`config.mk`:
```
export PLATFORM = sky130hd
export DESIGN_NAME = csi_rx_pixel_unpack
export DESIGN_NICKNAME = d
export VERILOG_FILES = /design/src/rtl/csi_rx_pkg.sv /design/src/rtl/csi_rx_pixel_unpack_if.sv /design/src/rtl/csi_word_fifo.sv /design/src/rtl/csi_rx_pixel_unpack.sv
export SDC_FILE = /design/constraint.sdc
export NUM_CORES = 1
export LEC_CHECK = 0
export CAP_MARGIN = 20
export CORE_MARGIN = 3
export CORE_UTILIZATION = 55
export DETAILED_ROUTE_END_ITERATION = 12
export PLACE_DENSITY = 0.82
export SETUP_SLACK_MARGIN = 0.1
export SLEW_MARGIN = 25
export SYNTH_ARGS = -nofsm -noshare
export SYNTH_HDL_FRONTEND = slang
export SYNTH_HIERARCHICAL = 1
export SYNTH_SLANG_ARGS = --single-unit
export TNS_END_PERCENT = 10
```
`constraint.sdc`:
```
create_clock -name clock -period 8.7 [get_ports clock]
set_input_delay 1.74 -clock clock [delete_from_list [all_inputs] [get_ports clock]]
set_output_delay 1.74 -clock clock [all_outputs]
set_load 0.005 [all_outputs]
```
`src/rtl/csi_rx_pkg.sv`:
```
// Shared definitions for the CSI-2 RAW8 pixel unpacker.
// Covers the payload-word FIFO entry layout, the counter width defaults and the pair-half state.
package csi_rx_pkg;

  localparam int X_BITS_DEF = 12;
  localparam int Y_BITS_DEF = 12;

  // FIFO entry = {payload_data, sol_tag, sof_tag}
  localparam int ENTRY_W  = 34;
  localparam int SOF_BIT  = 0;
  localparam int SOL_BIT  = 1;
  localparam int DATA_LSB = 2;
  localparam int DATA_MSB = 33;

  typedef enum logic {
    HALF_LO = 1'b0,
    HALF_HI = 1'b1
  } half_e;

endpackage

```
`src/rtl/csi_rx_pixel_unpack_if.sv`:
```
// Push/pop bundle between the unpacker control logic and its payload-word FIFO.
import csi_rx_pkg::*;

interface csi_rx_pixel_unpack_if;
  logic               push;
  logic [ENTRY_W-1:0] push_entry;
  logic               pop;
  logic [ENTRY_W-1:0] head;
  logic               full;
  logic               empty;

  modport master (output push, push_entry, pop, input head, full, empty);
  modport slave  (input push, push_entry, pop, output head, full, empty);
endinterface

```
`src/rtl/csi_word_fifo.sv`:
```
// Synchronous show-ahead FIFO of tagged payload words.
// The head entry is valid in the cycle after the push; a push at full succeeds only alongside a pop.
module csi_word_fifo
  import csi_rx_pkg::*;
#(
  parameter int DEPTH = 4
) (
  input  logic                  clk,
  input  logic                  rst_n,
  csi_rx_pixel_unpack_if.slave  fifo
);

  localparam int          AW       = (DEPTH > 1) ? $clog2(DEPTH) : 1;
  localparam logic [AW:0] CNT_FULL = (AW+1)'(DEPTH);

  logic [ENTRY_W-1:0] mem_q [DEPTH];
  logic [AW-1:0]      wr_ptr_q, wr_ptr_d;
  logic [AW-1:0]      rd_ptr_q, rd_ptr_d;
  logic [AW:0]        count_q, count_d;
  logic               do_push, do_pop;

  always_comb begin
    // NOTE: every signal written here gets a default first, so no path can infer a latch.
    wr_ptr_d = wr_ptr_q;
    rd_ptr_d = rd_ptr_q;
    count_d  = count_q;
    do_pop   = fifo.pop & (count_q != '0);
    do_push  = fifo.push & ((count_q != CNT_FULL) | do_pop);
    if (do_push) wr_ptr_d = wr_ptr_q + AW'(1);
    if (do_pop)  rd_ptr_d = rd_ptr_q + AW'(1);
    case ({do_push, do_pop})
      2'b10:   count_d = count_q + (AW+1)'(1);
      2'b01:   count_d = count_q - (AW+1)'(1);
      default: count_d = count_q;
    endcase
  end

  always_ff @(posedge clk or negedge rst_n) begin
    // NOTE: state registers use non-blocking assignments so all flops update together at the edge.
    if (!rst_n) begin
      wr_ptr_q <= '0;
      rd_ptr_q <= '0;
      count_q  <= '0;
    end else begin
      wr_ptr_q <= wr_ptr_d;
      rd_ptr_q <= rd_ptr_d;
      count_q  <= count_d;
    end
  end

  // NOTE: storage is deliberately not reset; clearing the pointers makes stale words unreachable.
  always_ff @(posedge clk) begin
    if (do_push) mem_q[wr_ptr_q] <= fifo.push_entry;
  end

  assign fifo.head  = mem_q[rd_ptr_q];
  assign fifo.full  = (count_q == CNT_FULL);
  assign fifo.empty = (count_q == '0);

endmodule

```
`src/rtl/csi_rx_pixel_unpack.sv`:
```
// Unpacks 32-bit CSI-2 RAW8 payload words into 16-bit pixel pairs.
// Each pair carries column/line coordinates and start-of-line/frame markers on a valid/ready stream.
module csi_rx_pixel_unpack
  import csi_rx_pkg::*;
#(
  parameter int FIFO_DEPTH = 4,
  parameter int X_BITS     = X_BITS_DEF,
  parameter int Y_BITS     = Y_BITS_DEF
) (
  input  logic              clock,
  input  logic              areset_n,
  input  logic [31:0]       payload_data,
  input  logic              payload_enable,
  input  logic              payload_frame,
  input  logic              vsync,
  output logic [15:0]       pix_data,
  output logic              pix_valid,
  input  logic              pix_ready,
  output logic [X_BITS-1:0] pix_x,
  output logic [Y_BITS-1:0] pix_y,
  output logic              pix_sol,
  output logic              pix_sof,
  output logic              overflow
);

  csi_rx_pixel_unpack_if fifo_if ();

  csi_word_fifo #(.DEPTH(FIFO_DEPTH)) u_fifo (
    .clk   (clock),
    .rst_n (areset_n),
    .fifo  (fifo_if)
  );

  logic              frame_q, frame_d;
  logic              sol_pend_q, sol_pend_d;
  logic              sof_pend_q, sof_pend_d;
  logic              overflow_q, overflow_d;
  half_e             half_q, half_d;
  logic [X_BITS-1:0] x_next_q, x_next_d;
  logic [Y_BITS-1:0] y_q, y_d;

  logic              frame_rise, sol_tag, sof_tag;
  logic              xfer, pop, drop;
  logic [31:0]       head_data;
  logic              head_sol, head_sof;

  always_comb begin
    head_data  = fifo_if.head[DATA_MSB:DATA_LSB];
    head_sol   = fifo_if.head[SOL_BIT];
    head_sof   = fifo_if.head[SOF_BIT];

    // Input side: tag the first enabled word of each packet, and the first line after vsync.
    frame_rise = payload_frame & ~frame_q;
    sol_tag    = payload_enable & (sol_pend_q | frame_rise);
    sof_tag    = sol_tag & sof_pend_q;

    pix_valid  = ~fifo_if.empty;
    xfer       = pix_valid & pix_ready;
    pop        = xfer & (half_q == HALF_HI);
    drop       = payload_enable & fifo_if.full & ~pop;

    pix_data   = '0;
    pix_sol    = 1'b0;
    pix_sof    = 1'b0;
    if (pix_valid) begin
      pix_data = (half_q == HALF_LO) ? head_data[15:0] : head_data[31:16];
      pix_sol  = (half_q == HALF_LO) & head_sol;
      pix_sof  = (half_q == HALF_LO) & head_sof;
    end

    // Coordinates come from registers that only move on a transfer, so they hold during stalls.
    pix_x = pix_sol ? '0 : x_next_q;
    if (pix_sof)      pix_y = '0;
    else if (pix_sol) pix_y = y_q + Y_BITS'(1);
    else              pix_y = y_q;

    half_d   = half_q;
    x_next_d = x_next_q;
    y_d      = y_q;
    if (xfer) begin
      half_d   = (half_q == HALF_LO) ? HALF_HI : HALF_LO;
      x_next_d = pix_x + X_BITS'(2);
      y_d      = pix_y;
    end

    frame_d    = payload_frame;
    sol_pend_d = (sol_pend_q | frame_rise) & ~payload_enable;
    sof_pend_d = vsync | (sof_pend_q & ~sol_tag);
    overflow_d = drop | (overflow_q & ~vsync);
  end

  always_ff @(posedge clock or negedge areset_n) begin
    if (!areset_n) begin
      frame_q    <= 1'b0;
      sol_pend_q <= 1'b0;
      sof_pend_q <= 1'b0;
      overflow_q <= 1'b0;
      half_q     <= HALF_LO;
      x_next_q   <= '0;
      y_q        <= '0;
    end else begin
      frame_q    <= frame_d;
      sol_pend_q <= sol_pend_d;
      sof_pend_q <= sof_pend_d;
      overflow_q <= overflow_d;
      half_q     <= half_d;
      x_next_q   <= x_next_d;
      y_q        <= y_d;
    end
  end

  // A push at full is still accepted when the head word leaves in the same cycle.
  assign fifo_if.push       = payload_enable & (~fifo_if.full | pop);
  assign fifo_if.push_entry = {payload_data, sol_tag, sof_tag};
  assign fifo_if.pop        = pop;
  assign overflow           = overflow_q;

endmodule

```
== Yosys cells after proc, flatten, opt, wreduce, memory -nomap -nowiden ==
Memory sizes are Yosys's and may differ from the RTL's.
Index checks and enable logic that the tools add are counted.

* Flip-flop bits (word level): 36
* Latch bits: 0
* Bits in writable memories: 136
* ROM bits: 0
* Input port bits: 38
* Output and inout port bits: 44
* Word-level logic and storage cells: 63
* Memories kept: 1

* $add $sub $neg: 6
* Multipliers: 0
* Div/mod/pow operators: 0
* Magnitude comparators: 0
* Equal/unequal tests: 4
* Shift-type cells: 0
* Muxes and demuxes: 11
* Bitwise operators: 28
* Reductions and logical operators: 3

{| class="wikitable"
|+ Memories
! memory !! depth !! bits a word !! rd ports !! clocked after Yosys merged registers in !! write ports !! RTL line !! RTL
|-
| u_fifo.mem_q || 4 || 34 || 1 || 0 || 1 || csi_word_fifo.sv:16 || <nowiki>logic [ENTRY_W-1:0] mem_q [DEPTH];</nowiki>
|}

{| class="wikitable"
|+ Operators with widths
! kind !! count
|-
| 2-to-1 mux 12 bit || 3
|-
| 2-to-1 mux 16 bit || 2
|-
| bitwise AND 1 bit || 15
|-
| adder 12 x 1 -> 12 bit (second input constant) || 1
|-
| adder 12 x 2 -> 12 bit (second input constant) || 1
|-
| NOT 1 bit || 8
|-
| case mux 3 bit (2 select lines) || 1
|-
| 2-to-1 mux 1 bit || 5
|-
| bitwise OR 1 bit || 5
|-
| adder 2 x 1 -> 2 bit (second input constant) || 2
|-
| adder 3 x 1 -> 3 bit (second input constant) || 1
|-
| equality test 3 bit (second input constant) || 1
|-
| logical NOT 3 bit || 1
|-
| != test 3 bit (second input constant) || 1
|-
| nonzero test 3 bit || 1
|-
| subtractor 3 x 1 -> 3 bit (second input constant) || 1
|-
| equality test 2 x 1 -> 1 bit (second input constant) || 1
|-
| equality test 2 bit (second input constant) || 1
|-
| nonzero test 2 bit || 1
|}

== Logic depth before layout (Yosys ltp) ==
Gate-level depths: netlist of run 1.

* Depth in word-level cells: 9
* Mapped depth: 14

== Cells and area by module ==
Netlist of run 1, hierarchy kept.

{| class="wikitable"
|+ Modules (own cells, without submodules)
! module !! times used !! cells each !! area an instance (µm²)
|-
| csi_word_fifo || 1 || 216 || 5332.6
|-
| csi_rx_pixel_unpack || 1 || 241 || 2059.5
|}

== Worst setup path before layout of run 1 ==
No wires, ideal clock.

* Path kind: register to output
* Start: register u_fifo.rd_ptr_q[0]
* End: output pix_y[2]
* Arrival time: 2159 ps
* Required time: 6960 ps
* Path slack: 4801 ps
* Cell stages (with the launch flop): 12
* Cell sequence: dfrtp_1 buf_2 buf_4 mux4_2 or3b_1 buf_6 inv_6 buf_8 buf_8 nand2_2 xor2_1 nor2_1

* Word-level cells in the longest chain between the ends: 5

{| class="wikitable"
|+ RTL lines
! what !! RTL line !! RTL
|-
| start: declaration || csi_word_fifo.sv:18 || <nowiki>logic [AW-1:0] rd_ptr_q, rd_ptr_d;</nowiki>
|-
| start signal: assignment || csi_word_fifo.sv:46 || <nowiki>rd_ptr_q <= rd_ptr_d;</nowiki>
|-
| memory (4 x 34 bit) || -- ||
|-
| via fifo_if.head[1] || csi_rx_pixel_unpack_if.sv:8 || <nowiki>logic [ENTRY_W-1:0] head;</nowiki>
|-
| bitwise AND 1 bit || csi_rx_pixel_unpack.sv:67 || <nowiki>pix_sol = (half_q == HALF_LO) & head_sol;</nowiki>
|-
| 2-to-1 mux 1 bit || csi_rx_pixel_unpack.sv:65 || <nowiki>if (pix_valid) begin</nowiki>
|-
| via pix_sol || csi_rx_pixel_unpack.sv:21 || <nowiki>output logic pix_sol,</nowiki>
|-
| 2-to-1 mux 12 bit || csi_rx_pixel_unpack.sv:74 || <nowiki>else if (pix_sol) pix_y = y_q + Y_BITS'(1);</nowiki>
|-
| 2-to-1 mux 12 bit || csi_rx_pixel_unpack.sv:73 || <nowiki>if (pix_sof) pix_y = '0;</nowiki>
|-
| end: declaration || csi_rx_pixel_unpack.sv:20 || <nowiki>output logic [Y_BITS-1:0] pix_y,</nowiki>
|}

The timed path passes the listed nets, and every way through them passes these cells.

== Worst setup path after layout of run 1 ==
* Start: register u_fifo.rd_ptr_q[0]
* End: output pix_y[11]

* Word-level cells in the longest chain between the ends: 5

{| class="wikitable"
|+ RTL lines
! what !! RTL line
|-
| memory (4 x 34 bit) || --
|-
| via fifo_if.head[1] || csi_rx_pixel_unpack_if.sv:8
|-
| bitwise AND 1 bit || csi_rx_pixel_unpack.sv:67
|-
| 2-to-1 mux 1 bit || csi_rx_pixel_unpack.sv:65
|-
| 2-to-1 mux 12 bit || csi_rx_pixel_unpack.sv:74
|-
| 2-to-1 mux 12 bit || csi_rx_pixel_unpack.sv:73
|}

The timed path passes the listed nets, and every way through them passes these cells.

==> results.cfg, run 1 <==
[critical_path]
worst_ep_required_time_ns = 6.96
r2r_cells = 9
critPathLaunchType = flop
crit_arrival_ns = 3.70
worstSetupPathType = reg -> out
r2r-end = x_next_q[11]
critPathCapture = pix_y[11]
startpoint = u_fifo/rd_ptr_q[0]
ff2ff_setup_slack_ns = 5.21
cp-end-kind = output pin
crit_path_max_fanout = 36
r2r_start = u_fifo/rd_ptr_q[0]

[synthesis]
avgSynthCellArea_sq_um = 16.2
ys_ff_latch = 172
synth_top_family_by_area = multiplexers
synthTopCellsByArea = edfxtp_1 (55%), dfrtp_1 (12%), mux4_2 (10%)
syn_inst = 457
async_flop_share_pct = 20.9
synth_area_sq_um = 7390
synth-xor-area-share_pct = 2.61
synth_compound_area_share_pct = 3.62
synthMuxAreaShare_pct = 13.1
yosys.area_share.simple_pct = 9.04
synthAdderAreaFrac_pct = 1.46
ys_top_cells_by_count = edfxtp_1 (136), dfrtp_1 (36), mux4_2 (34)
ys_types = 50
synth_edf_count = 136
ys.flop_type = edfxtp_1
syn_nets = 503
yosysTopAreaCellShare_pct = 55.2
ys_seq_area_share_pct = 67.4
ys_warn_count = 6
synth_top_area_cell = edfxtp_1
synth_most_common_cell = edfxtp_1

[grt]
grt_max_degree = 37
grt_antenna_before_repair = 0
grt_usage_pct = 20.5
first_global_vias = 4376
gr-total-overflow = 0
grt_pass1_wl_um = 23000

[detailed_routing]
viasPerCell = 5.76
vias = 4166
first_pass_iters = 5
wl_per_cell_um = 19.4
ant_nets = 0
wirelength_um = 14000
drtIter0Drc = 358
drc_errors = 0

[run]
max-cap-violations = 0

[clock_tree]
htreeDepth = 4
clock_sinks = 172
postCtsHoldBufs = 0
cts_tree = yes
cts_root_buf = clkbuf_16
postCtsSetupBuffers = 0
cts_made_buffers = 17
worst_skew_pair.late_latency_ns = 0.42
ctsResizeCount = 0
clk_path_buf_depth = 2
cts.clk_slew.worst_paths_ns = 0.06

[floorplan]
num_rows = 41
design.die.area_sq_um = 14900
pin_count = 82
die_h_um = 122
start_util_pct = 57.4
core_sq_um = 12900
die_x_um = 122

[timing]
rsz0062_at_grt = no
min_period_over_period_pct = 62.5
finalCriticalPeriod_ns = 5.44
maxSlewViolCount = 0
hold_viol = 0
finalSetupViolCount = 0
clock_skew_ns = 0.00842
setup_ws_ns = 3.26
tns_ns = 0
fmax_mhz = 184
worst_pin_slew_ns = 0.979
relSlewSlack_pct = 34.7

[layout]
drive_gt1_share_pct = 15.2
finalNonFillerCells = 723
syn_to_final_growth_pct = 20.3
register_area_sq_um = 4990
nNetsFinal = 584
multi_input_area_sq_um = 2210
antenna_cells = 0
fillers = 870

[place]
dp_slack_ns = 3.62
io_buffers = 81
dp.cells = 691
hpwl_um = 8470
place.gp.congestion = 0.878

[power]
powerDensity_nw_per_um2 = 333
p_leak_nw = 3.22
vdd_drop_max_v = 0.000239
finalPower_mw = 2.96

[worst_hold_path]
holdCritPathClass = reg -> reg

[outcome]
status = complete, no violations
-- final cells by class --
class                   count  area share (%)
flip-flops and latches    172            56.1
multi-input cells         247            24.9
repair buffers             86            9.54
clock buffers              20            4.91
well taps                 172            2.42
clock inverters            12            1.55
inverters                  14           0.647
-- routing by layer --
layer  vias to the layer above  wire length, um  global-route usage [%]
li1                       1906                -                       -
met3                        14              714                    4.92
met4                         0              155                    6.37
met5                         -                0                       0
met1                      2108             5990                    27.0
met2                       138             7190                    34.3
-- cell families (layout without fill, tap and decap cells) --
| family | after synthesis | in the layout |
|---|---|---|
| compound gates | 41 | 41 |
| xor+xnor | 22 | 22 |
| buf+inv | 38 | 132 |
| flops | 172 | 172 |
| fa+ha+maj | 8 | 8 |
| mux | 54 | 54 |
| simple gates | 122 | 122 |
-- through the flow --
step | utilization, % | instance area (sq um) | hold WS (ns)
finish | 69.1 | 8890 | 0.485
global route | 69.1 | 8890 | 0.521
CTS | 69.1 | 8890 | 0.482
detailed placement | 64.6 | 8320 | 0.474
global placement | 64.6 | 8320 | 0.464
floorplan | - | 7390 | 0.437
-- sequential cells by signal (all words and copies together) (netlist names) --
register	count
u_fifo/mem_q	136
x_next_q	12
y_q	12
u_fifo/count_q	3
u_fifo/rd_ptr_q	2
u_fifo/wr_ptr_q	2
frame_q	1
half_q	1
overflow	1
sof_pend_q	1
sol_pend_q	1
-- worst min-delay path by stage --
stage	slack, ns	startpoint	cells past startpoint	end
after floorplan	0.44	x_next_q[10]	1	x_next_q[10]
after global placement	0.46	x_next_q[10]	1	x_next_q[10]
after detailed placement	0.47	x_next_q[10]	1	x_next_q[10]
after CTS	0.48	x_next_q[10]	1	x_next_q[10]
after global routing	0.52	x_next_q[0]	1	x_next_q[0]
final	0.48	x_next_q[10]	1	x_next_q[10]
-- worst max-delay path, cell delays in order, from the launching register on --
cell             delay [ns]
dfrtp_2                0.34
buf_4                  0.57
mux4_2                 0.60
or3b_1                 0.62
inv_6                  0.19
and4_1                 0.23
xnor2_1                0.12
nor2_1                 0.11
clkdlybuf4s50_1        0.51
-- cell usage in the layout (no fill, tap or decap), types with 6 or more instances in the layout --
cell and n:
nand3_1 10, a21oi_1 8, and2_1 15, nand4_1 6, mux2i_1 19, dfrtp_1 35, o31ai_1 8, nor2_1 33
mux4_2 34, inv_1 12, nand2_1 22, ha_1 7, o21ai_1 6, clkdlybuf4s50_1 81, xor2_1 11, xnor2_1 11
clkbuf_16 17, edfxtp_1 136, o21ai_0 7
-- report_power, final --
part	leakage, nW	internal [mW]	switching (mW)
sequential	1.71	1.08	0.0788
combinational	1.24	0.530	0.536
clock	0.276	0.427	0.304
No activity file was read; power rests on OpenSTA's default activity.
==> run 2, diff against run 1 <==
Settings changed: CORE_UTILIZATION 55 to 51, PLACE_DENSITY 0.82 to 0.8.
Clock period 8.7 ns to 4.4 ns, I/O delays scaled along.
==> run 2 against run 1 <==
Total power increased by 97%. Combinational power rose by 98%. Worst hold slack worse by 0.010 ns. Count of clock-buffer cells in the layout fell by 3. Clock power increased by 96%. Cell count increased by 2.4%. Via count grew 0.65%. Critical path depth is 1 lower. Final area up 0.93%. Non-clock buffer count is 9 higher. Sequential share of layout area shrank 0.52 points. Routed wire length fell by 1.5%. Critical path type unchanged.
==> results.cfg, run 2 (synthesized netlist as in run 1, its figures left out) <==
[outcome]
status = complete, no violations

[grt]
use_met1_pct = 23.7
grtUsageMet3_pct = 4.72
grt_max_degree = 36
grt_antenna_before_repair = 0
gr-usage-met2_pct = 30.0
gr-total-overflow = 0
grt_busiest_layer = met2
first_global_vias = 4302
grt_usage_pct = 18.1
grt_pass1_wl_um = 22600

[timing]
maxSlewViolCount = 0
holdWs_ns = 0.474
rsz0062_at_grt = no
finalCriticalPeriod_ns = 3.94
fmax_mhz = 254
hold_viol = 0
relSlewSlack_pct = 51.2
min_period_over_period_pct = 89.6
clock_skew_ns = 0.00735
tns_ns = 0
setup_ws_ns = 0.460
worst_pin_slew_ns = 0.732
finalSetupViolCount = 0

[critical_path]
path_cells = mux4_2, or3b_1, inv_6, nand4_1, xor2_1, nor2_1, clkdlybuf4s50_1
worstSetupPathType = reg -> out
crit_path_max_fanout = 21
slowest_stage = or3b_1
cp-end-kind = output pin
cpPeakStageDelay_ns = 0.65
worst_ep_required_time_ns = 3.52
critPathLaunchType = flop
crit_arrival_ns = 3.06

[layout]
finalNonFillerCells = 740
largest_reg_flops = 136
antenna_cells = 0
nNetsFinal = 593
fin_util_pct = 63.9
fin_area_sq_um = 8980
drive_gt1_share_pct = 17.3
largest_register = u_fifo/mem_q
reg.largest.list = u_fifo/mem_q (136), x_next_q (12), y_q (12)
final_cell_mix = edfxtp_1 (136), clkdlybuf4s50_1 (81), dfrtp_1 (35)
syn_to_final_growth_pct = 21.4
mostFrequentLayoutCell = edfxtp_1

[detailed_routing]
ant_nets = 0
wirelength_um = 13800
vias = 4193
drc_errors = 0
first_pass_iters = 4
drtIter0Drc = 415
wl_per_cell_um = 18.7
viasPerCell = 5.67

[floorplan]
core_sq_um = 14000
start_util_pct = 52.6
pin_count = 82
die_x_um = 126
die_h_um = 126
design.die.area_sq_um = 16000
num_rows = 43

[clock_tree]
cts.clk_slew.worst_paths_ns = 0.07
cts_made_buffers = 17
htreeDepth = 4
clk_path_buf_depth = 2
postCtsSetupBuffers = 0
clock_sinks = 172
ctsResizeCount = 0
cts_root_buf = clkbuf_16
worst_skew_pair.late_latency_ns = 0.43
cts_tree = yes
postCtsHoldBufs = 0

[power]
p_seq_share_pct = 39.2
p_sw_mw = 1.87
swShare_pct = 32.1
p_clk_share_pct = 24.5
p_leak_nw = 3.26
powerDensity_nw_per_um2 = 651
vdd_drop_max_v = 0.000388
p_comb_share_pct = 36.3
intPower_mw = 3.97
finalPower_mw = 5.84

[place]
postPlaceCellArea_sq_um = 8400
io_buffers = 81
dp_slack_ns = 0.869
dp.cells = 708
hpwl_um = 9070
place.gp.congestion = 0.841

[run]
max-cap-violations = 0

[worst_hold_path]
holdCritPathClass = reg -> reg
[run 2: changes by cell type in the layout (fill, tap and decap cells not counted), sizes merged]
cell and change:
buf +9, bufinv -2, clkbuf -3, clkinvlp +2, inv +3
[run 2: final cells by class]
cell class	count	area [sq um]
well taps	180	225
flip-flops and latches	172	4990
multi-input cells	247	2210
inverters	14	57.6
repair buffers	95	916
clock buffers	17	425
fillers	938	5070
clock inverters	15	154
[run 2: power groups by stage]
stage | registers, mW | clock network (mW) | logic [mW]
detailed placement | 2.32 | 0 | 2.15
floorplan | 2.27 | 0 | 1.38
finish | 2.29 | 1.43 | 2.12
global placement | 2.29 | 0 | 2.11
CTS | 2.29 | 1.46 | 2.16
global route | 2.32 | 1.52 | 2.31
[run 2: final timing paths]
path                       cells past startpoint  slack [ns]           end                from
max in group asynchronous                      2        2.76       frame_q            areset_n
min in group asynchronous                      1        0.88        half_q            areset_n
max reg2reg                                    8        1.44  x_next_q[11]  u_fifo/rd_ptr_q[0]
max                                            7        0.46      pix_y[6]  u_fifo/rd_ptr_q[0]
min reg2reg                                    1        0.47  x_next_q[10]        x_next_q[10]
min                                            1        0.47  x_next_q[10]        x_next_q[10]
[run 2: per-layer routing]
metal / up-vias / wire length (um) / share of wire, %
li1: 1922 / - / -
met1: 2112 / 5950 / 43
met2: 142 / 6950 / 50
met3: 17 / 732 / 5.3
met4: 0 / 194 / 1.4
met5: - / 0 / 0
[run 2: worst max-delay path, delay by kind of cell (launching register included)]
| family | cells | cell delay (ns) |
|---|---|---|
| AND/OR/NAND/NOR | 3 | 0.91 |
| buffers and inverters | 2 | 0.80 |
| flip-flops | 1 | 0.41 |
| multiplexers | 1 | 0.33 |
| XOR/XNOR | 1 | 0.18 |
==> run 3, diff against run 2 <==
Settings changed: CTS_CLUSTER_DIAMETER set to 60, PLACE_DENSITY 0.8 to 0.76.
==> run 3 against run 2 <==
Worst hold slack got worse by 0.049 ns. Largest cell class unchanged. Highest routed layer unchanged. Count of clock-buffer cells in the layout unchanged. Critical endpoint is now pix_y[11]. Critical path depth unchanged. Combinational power about the same.
==> results.cfg, run 3 (synthesized netlist as in run 1, its figures left out) <==
[layout]
largest_register = u_fifo/mem_q
final_cell_mix = edfxtp_1 (136), clkdlybuf4s50_1 (80), dfrtp_1 (35)
syn_to_final_growth_pct = 21.1
nNetsFinal = 590
antenna_cells = 0
fillers = 955
drive_gt1_share_pct = 17.1
largest_reg_flops = 136
mostFrequentLayoutCell = edfxtp_1
reg.largest.list = u_fifo/mem_q (136), x_next_q (12), y_q (12)

[grt]
grt_max_degree = 36
use_met1_pct = 24.5
grt_busiest_layer = met2
gr-total-overflow = 0
grt_antenna_before_repair = 0
grt_pass1_wl_um = 23000
grt_usage_pct = 18.6
first_global_vias = 4384
grtUsageMet3_pct = 5.43
gr-usage-met2_pct = 30.2

[worst_hold_path]
holdCritPathClass = in -> async

[timing]
finalCriticalPeriod_ns = 4.02
maxSlewViolCount = 0
finalSetupViolCount = 0
relSlewSlack_pct = 50.3
fmax_mhz = 249
worst_pin_slew_ns = 0.745
hold_viol = 0
holdWs_ns = 0.426
rsz0062_at_grt = no
tns_ns = 0
clock_skew_ns = 0.00704
min_period_over_period_pct = 91.3

[floorplan]
design.die.area_sq_um = 16000
start_util_pct = 52.6
num_rows = 43
pin_count = 82
die_h_um = 126
die_x_um = 126
core_sq_um = 14000

[critical_path]
crit_path_max_fanout = 21
worstSetupPathType = reg -> out
path_delay_family = simple AND/OR/NAND/NOR gates
crit_arrival_ns = 3.14
r2r_start = u_fifo/rd_ptr_q[0]
cpPeakStageDelay_ns = 0.65
worst_ep_required_time_ns = 3.52
startpoint = u_fifo/rd_ptr_q[0]
critPathLaunchType = flop
cp.buffers_inverters = 2
slowest_stage = or3b_1
cp-end-kind = output pin
path_cells = mux4_2, or3b_1, inv_6, and4_1, xnor2_1, nor2_1, clkdlybuf4s50_1

[detailed_routing]
drtIter0Drc = 364
ant_nets = 0
vias = 4202
wl_per_cell_um = 19.1
viasPerCell = 5.70
wirelength_um = 14100
drc_errors = 0
first_pass_iters = 5

[clock_tree]
clock_sinks = 172
cts_made_buffers = 17
cts_root_buf = clkbuf_16
cts_tree = yes
worst_skew_pair.late_latency_ns = 0.43
postCtsHoldBufs = 0
htreeDepth = 4
postCtsSetupBuffers = 0
ctsResizeCount = 0
cts.clk_slew.worst_paths_ns = 0.07
clk_path_buf_depth = 2

[power]
powerDensity_nw_per_um2 = 653
vdd_drop_max_v = 0.000522
p_leak_nw = 3.26

[place]
io_buffers = 81
hpwl_um = 8940
place.gp.congestion = 0.903

[outcome]
status = complete, no violations

[run]
max-cap-violations = 0
run 3: cell type report:
cell class | instances | area [sq um] | area share [%]
Sequential cell | 172 | 4990 | 55.7
Clock inverter | 15 | 158 | 1.76
Timing Repair Buffer | 92 | 888 | 9.92
Tap cell | 180 | 225 | 2.52
Inverter | 14 | 57.6 | 0.643
Clock buffer | 17 | 425 | 4.75
Multi-Input combinational cell | 247 | 2210 | 24.7
run 3: worst paths after layout:
check	endpoint	slack, ns	cells after the start
min in group clock	x_next_q[0]	0.49	1
hold / removal	x_next_q[2]	0.43	1
max in group asynchronous	y_q[10]	3.44	2
hold reg to reg	x_next_q[0]	0.49	1
setup reg to reg	x_next_q[11]	1.41	8
setup / recovery	pix_y[11]	0.38	7
run 3: worst reg2reg max path, cell delays in order, from the launching register on:
cell     delay, ns
dfrtp_2       0.37
mux4_2        0.50
or3b_1        0.65
and2_1        0.26
ha_1          0.24
nand3_1       0.10
nor4_1        0.44
and3_1        0.25
xnor2_1       0.11
run 3: routing by layer:
layer,up-vias,routed length [um],share of wire [%]
li1,1920,-,-
met1,2113,5980,42
met2,151,7110,50
met3,18,803,5.7
met4,0,190,1.3
met5,-,0,0
run 3: through the flow:
| step | utilization [%] | cell area (sq um) | instances | setup slack [ns] | power (mW) |
|---|---|---|---|---|---|
| floorplan | - | 7390 | 457 | 1.36 | 3.65 |
| global placement | 59.6 | 8370 | 705 | 0.877 | 4.40 |
| detailed placement | 59.6 | 8370 | 705 | 0.825 | 4.46 |
| CTS | 63.8 | 8960 | 737 | 0.355 | 5.91 |
| global route | 63.8 | 8950 | 737 | 0.212 | 6.18 |
| finish | 63.8 | 8950 | 737 | 0.384 | 5.85 |
run 3: report_power, final:
| part | internal [mW] | leakage (nW) | total, mW | switching, mW |
|---|---|---|---|---|
| Combinational | 1.06 | 1.27 | 2.11 | 1.05 |
| Clock | 0.756 | 0.280 | 1.44 | 0.684 |
| Sequential | 2.14 | 1.71 | 2.30 | 0.160 |
| Total | 3.96 | 3.26 | 5.85 | 1.89 |
